[src/rtl/wisc_isa_pkg.sv]
// rtl/wisc_isa_pkg.sv - WISC ISA opcodes, field positions and IF/ID FSM encoding
package wisc_isa_pkg;

  localparam logic [4:0] OP_HALT = 5'b00000;
  localparam logic [4:0] OP_NOP  = 5'b00001;
  localparam logic [4:0] OP_J    = 5'b00100;
  localparam logic [4:0] OP_JAL  = 5'b00110;
  localparam logic [4:0] OP_LBI  = 5'b11000;
  localparam logic [4:0] OP_ST   = 5'b10000;
  localparam logic [4:0] OP_STU  = 5'b10011;
  localparam logic [4:0] OP_LD   = 5'b10001;

  localparam logic [15:0] NOP_INSTR = 16'h0800;

  localparam int OP_HI = 15;
  localparam int OP_LO = 11;
  localparam int RS_HI = 10;
  localparam int RS_LO = 8;
  localparam int RT_HI = 7;
  localparam int RT_LO = 5;

  localparam logic [1:0] ST_RUN   = 2'd0;
  localparam logic [1:0] ST_STALL = 2'd1;
  localparam logic [1:0] ST_HALT  = 2'd2;

  function automatic logic [4:0] opcode_of(input logic [15:0] instr);
    return instr[OP_HI:OP_LO];
  endfunction

endpackage

[src/rtl/ifid_hazard.sv]
// rtl/ifid_hazard.sv - load-use hazard detect for the instruction held in IF/ID
module ifid_hazard
  import wisc_isa_pkg::*;
(
  input  logic [15:0] instr,
  input  logic        valid,
  input  logic        idex_memread,
  input  logic        idex_valid,
  input  logic [2:0]  idex_rd,
  output logic        uses_rs,
  output logic        uses_rt,
  output logic        hazard
);

  logic [4:0] op;
  logic [2:0] rs;
  logic [2:0] rt;
  logic       unused_low_bits;

  assign op              = opcode_of(instr);
  assign rs              = instr[RS_HI:RS_LO];
  assign rt              = instr[RT_HI:RT_LO];
  assign unused_low_bits = ^instr[RT_LO-1:0];

  // Rs is read by everything except control-free and immediate-load opcodes
  always_comb begin
    uses_rs = 1'b1;
    case (op)
      OP_HALT, OP_NOP, OP_J, OP_JAL, OP_LBI: uses_rs = 1'b0;
      default:                               uses_rs = 1'b1;
    endcase
  end

  // Rt is read by R-format ALU ops, the 111xx group and the stores
  always_comb begin
    uses_rt = (op == 5'b11011) || (op == 5'b11010) || (op[4:2] == 3'b111) ||
              (op == OP_ST) || (op == OP_STU);
  end

  // A load in ID/EX feeding a source of the decode instruction must stall
  always_comb begin
    hazard = valid && idex_valid && idex_memread &&
             ((uses_rs && (rs == idex_rd)) || (uses_rt && (rt == idex_rd)));
  end

endmodule

[src/rtl/if_id_stage.sv]
// rtl/if_id_stage.sv - IF/ID register with flush, load-use stall and HALT; IF_ID_HAZARD_EN enables stalls
module if_id_stage
  import wisc_isa_pkg::*;
#(
  parameter logic [15:0] NOP_INSTR = wisc_isa_pkg::NOP_INSTR
) (
  input  logic        clk,
  input  logic        rst,
  input  logic [15:0] instr_in,
  input  logic [15:0] currPC_in,
  input  logic [15:0] nextPC_in,
  input  logic        branch_taken,
  input  logic        idex_memread,
  input  logic        idex_valid,
  input  logic [2:0]  idex_rd,
  output logic [15:0] instr_out,
  output logic [15:0] currPC_out,
  output logic [15:0] nextPC_out,
  output logic        valid_out,
  output logic        id_bubble,
  output logic        PCWriteEn,
  output logic        isNop,
  output logic [15:0] stallPC,
  output logic        halted,
  output logic [15:0] stall_count
);

`ifdef IF_ID_HAZARD_EN
  localparam logic HAZARD_EN = 1'b1;
`else
  localparam logic HAZARD_EN = 1'b0;
`endif

  logic [1:0] state;
  logic       uses_rs;
  logic       uses_rt;
  logic       hazard_raw;
  logic       unused_src_flags;
  logic       stall_now;
  logic       halt_now;

  ifid_hazard u_hazard (
    .instr        (instr_out),
    .valid        (valid_out),
    .idex_memread (idex_memread),
    .idex_valid   (idex_valid),
    .idex_rd      (idex_rd),
    .uses_rs      (uses_rs),
    .uses_rt      (uses_rt),
    .hazard       (hazard_raw)
  );

  // source-use flags are only observed by the hazard flag itself
  assign unused_src_flags = uses_rs ^ uses_rt;

  // A flush always wins over a stall or a halt; STALL ignores hazards
  always_comb begin
    stall_now = HAZARD_EN && hazard_raw && (state == ST_RUN) && !branch_taken;
    halt_now  = (state == ST_RUN) && valid_out &&
                (opcode_of(instr_out) == OP_HALT) && !branch_taken;
    PCWriteEn = (state != ST_HALT) && !stall_now;
    isNop     = stall_now;
    id_bubble = stall_now || (state == ST_HALT);
    stallPC   = nextPC_out;
  end

  // IF/ID capture, flush/stall/halt sequencing and the saturating stall counter
  always_ff @(posedge clk or negedge rst) begin
    if (!rst) begin
      state       <= ST_RUN;
      instr_out   <= NOP_INSTR;
      currPC_out  <= 16'h0000;
      nextPC_out  <= 16'h0000;
      valid_out   <= 1'b0;
      halted      <= 1'b0;
      stall_count <= 16'h0000;
    end else if (state == ST_HALT) begin
      state <= ST_HALT;
    end else if (branch_taken) begin
      state      <= ST_RUN;
      instr_out  <= NOP_INSTR;
      currPC_out <= currPC_in;
      nextPC_out <= nextPC_in;
      valid_out  <= 1'b0;
    end else if (halt_now) begin
      state  <= ST_HALT;
      halted <= 1'b1;
    end else if (stall_now) begin
      state <= ST_STALL;
      if (stall_count != 16'hFFFF) begin
        stall_count <= stall_count + 16'd1;
      end
    end else begin
      state      <= ST_RUN;
      instr_out  <= instr_in;
      currPC_out <= currPC_in;
      nextPC_out <= nextPC_in;
      valid_out  <= 1'b1;
    end
  end

endmodule

[config.mk]
export PLATFORM = sky130hd
export DESIGN_NAME = if_id_stage
export DESIGN_NICKNAME = d
export VERILOG_FILES = /design/src/rtl/wisc_isa_pkg.sv /design/src/rtl/ifid_hazard.sv /design/src/rtl/if_id_stage.sv
export SDC_FILE = /design/constraint.sdc
export NUM_CORES = 1
export LEC_CHECK = 0
export ABC_AREA = 1
export ABC_CLOCK_PERIOD_IN_PS = 1600
export BUFFER_PORTS_ARGS = -buffer_cell sky130_fd_sc_hd__buf_4
export CORE_UTILIZATION = 44
export DETAILED_ROUTE_END_ITERATION = 8
export GPL_ROUTABILITY_DRIVEN = 0
export GPL_TIMING_DRIVEN = 0
export PLACE_DENSITY = 0.81
export SYNTH_ARGS = -nofsm -noshare
export SYNTH_HDL_FRONTEND = slang
export SYNTH_SLANG_ARGS = --single-unit
[constraint.sdc]
create_clock -name clk -period 1.6 [get_ports clk]
set_input_delay 0.08 -clock clk [delete_from_list [all_inputs] [get_ports clk]]
set_output_delay 0.08 -clock clk [all_outputs]
set_load 0.005 [all_outputs]
==> results.md <==
- Ys Warns: 0
- Max-slew violation count: 0
- Total CTS buffers: 5
- Reg power frac: 55.0%
- VDD IR-drop max: ~370 µV
- Area growth syn-to-layout: 46.0%
- Leakage: 2.21 nW
- Initial DRT Pass Iterations: 4
- Grt peak-use layer: met2
- Data arrival time of the critical path: 1.64 ns
- # Post-CTS Setup Buffers: 0
- Area of the multi-input gates: between 800 and 900 µm²
- Top cells by area, synth: dfrtp_1 (50%), nand2_1 (15%), buf_4 (11%)
- Status: finished clean
- Simple-Gate Fraction of Synth Area: 31.6%
- Mux share of post-synthesis cell area: 0.449%
- Clk network pwr share: 36.9%
- Core area: between 5000 and 6000 µm²
- Gate power share: under 10%
- First-pass GRT wire length: 9.18 mm
- FILL cells: 512
- Avg Inst Size Synth: between 8 and 9 µm²
- N_diodes: 0
- Main combinational cell family by area after synthesis: simple AND/OR/NAND/NOR gates
- Crit-path max FO: 10
- Worst Tran Pin Value: around 0.63 ns
- Compound-Gate Fraction of Synth Area: 0%
- Asr flop ratio synth: between 90% and 100%
- Post-Syn Instances: just under 300
- Root buf cell: clkbuf_8
- Crit path required time: around 1.8 ns
- CP Capture Type: flip-flop
- Sw Share: approximately 20%
- Detailed placer's ending HPWL: between 4 and 5 mm
- # setup viols final: 0
- Dpl cells: between 400 and 500
- Drt via density: roughly 4.3
- Slew HR: approximately three fifths
- CTS Buffer Depth: 2
- Number of synthesized register bits: 51
- Yosys top cell area share: 49.9%
- Post-synthesis cell type count: 22
- GRT overflow: 0
- Kind of critical path: reg -> reg
- Mapped cell area: around 2500 µm²
- Ports: between 100 and 150
- Final antenna-violating net count: 0
- Met2 Use GR: between 30% and 40%
- RSZ-0062 raised after global routing: false
- Worst-Skew Late Latency: ~0.3 ns
- Skew final: roughly 0.0096 ns
- Initial drt markers: 63
- Die Area: between 6000 and 7000 µm²
- Fin Hold WS: approximately 0.0062 ns
- CP Launch Type: flip-flop
- Initial cell density of the core: 45.5%
- Setup TNS: 0 ns
- Num Clock Sinks: just over 50
- Post-synth EDFFs: 0
- CTS clk-pin slew, worst paths: approximately 0.09 ns
- Net load switching power: between 0.4 and 0.5 mW
- M1 GR Usage: between 20% and 30%
- Post-synth top cells: nand2_1 (103), dfrtp_1 (50), buf_4 (38)
- Via count: 2196
- Max Fclk: 0.690 GHz
- Layout cell share with drive strength beyond 1: between 40% and 50%
- Htree depth: 2
- Tot Pwr: ~2.3 mW
- Fin crit share: roughly 90%
- # rows: 27
- Post-synthesis xor/xnor area fraction: 0%
- Worst min path class: in -> reg
- PortBufs: between 100 and 150
- CTS tree: built
- Layout Cells excl Fill: a little over 500
- Tmin final: roughly 1.4 ns
- Vias in the first global route: a little under 2000
- Final Net Count: 488
- Largest net degree at the start of global routing: 52
- Maxcap violations: 0
- Post-synthesis adder-cell area fraction: 0%
- Gr usage total: roughly 19%
- Die extent in y: just under 80 µm
- DR DRC count: 0
- Top-count cell post-synth: nand2_1
- GRT met3 Usage: 4.12%
- Sequential Area: 1280 µm²
- Synth area leader: dfrtp_1
- WL/cell: 11.1 µm
- DRT Wirelength: between 5 and 6 mm
- Final Hold Viols: 0
- Prevailing post-synth register cell: dfrtp_1
- Die X: a little under 80 µm
- Pwr/cell area: approximately 640 nW/µm²
- Internal power: roughly 1.9 mW
- Initial antenna violation count: 0
- Register area share after synthesis: 51.0%
-- final cells by class --
type	instances	share of cell area [%]
sequential	51	34.9
timing repair buffer	119	24.5
multi-input combinational	187	23.7
buffer	48	9.54
tap	72	2.46
clock buffer	7	2.09
inverter	20	2.05
clock inverter	1	0.821
-- worst max-delay path, stage by stage (launching register included) --
cell and delay [ns]:
dfrtp_1 0.47, inv_2 0.17, nand2_2 0.09, nor2_4 0.13, nand2_8 0.07, buf_6 0.15
buf_8 0.15, nand3_2 0.05, nand2_1 0.06
-- cell families after synthesis --
kind of cell | count (synthesis)
buffers and inverters | 68
flip-flops | 51
other | 1
AND/OR/NAND/NOR | 169
multiplexers | 1
-- power by group through the flow --
stage	Sequential, mW	Clock [mW]	Combinational [mW]
after global placement	1.32	0	0.187
after floorplan	1.32	0	0.0598
final	1.29	0.864	0.190
after CTS	1.29	0.889	0.192
after global routing	1.29	0.942	0.212
after detailed placement	1.32	0	0.189
-- flip-flops by register name (all words and copies together), names as in the netlist --
register / cells
nextPC_out: 16
currPC_out: 16
halted: 1
state: 1
instr_out: 16
valid_out: 1
-- final timing paths --
check,from,endpoint,slack [ns],depth (start not counted)
max in group asynchronous,rst,nextPC_out[15],0.84,2
worst min-delay path,currPC_in[3],currPC_out[3],0.006,3
worst max register to register,state[1],nextPC_out[14],0.15,8
worst min register to register,halted,halted,0.47,2
min in group asynchronous,rst,currPC_out[0],0.34,2
worst max-delay path,state[1],nextPC_out[14],0.15,8
-- placed cells by master (no fill, tap or decap), drive strengths merged --
master,netlist,layout
nand3b,3,3
dlygate4sd3,0,1
conb,1,17
nand2,106,106
nand3,45,45
inv,20,20
mux2,1,1
nor2,14,14
dfrtp,50,50
bufinv,0,1
or2,1,1
dfstp,1,1
clkbuf,3,10
buf,45,163
-- routing by layer --
metal  routed length (µm)  share of wire (%)
met1                 2340                 42
met2                 2890                 52
met3                  345                6.1
met4                   39               0.69
met5                    0                  0
-- what timing repair did --
| action | in CTS | in global routing |
|---|---|---|
| setup endpoints to repair | 1 | 0 |
| endpoints found under the hold margin | 50 | 0 |
| resized for setup | 1 | 0 |
| hold buffers | 1 | 0 |
-- through the flow --
step / cell area, µm² / setup WS [ns] / util (%)
6_report: 3660 / 0.151 / 66.5
5_1_grt: 3660 / 0.0293 / 66.5
4_1_cts: 3660 / 0.133 / 66.5
3_5_place_dp: 3540 / 0.158 / 64.3
3_3_place_gp: 3540 / 0.166 / 64.3
2_1_floorplan: 2570 / 0.279 / -
Note: power is estimated with default switching activity, not from simulation.
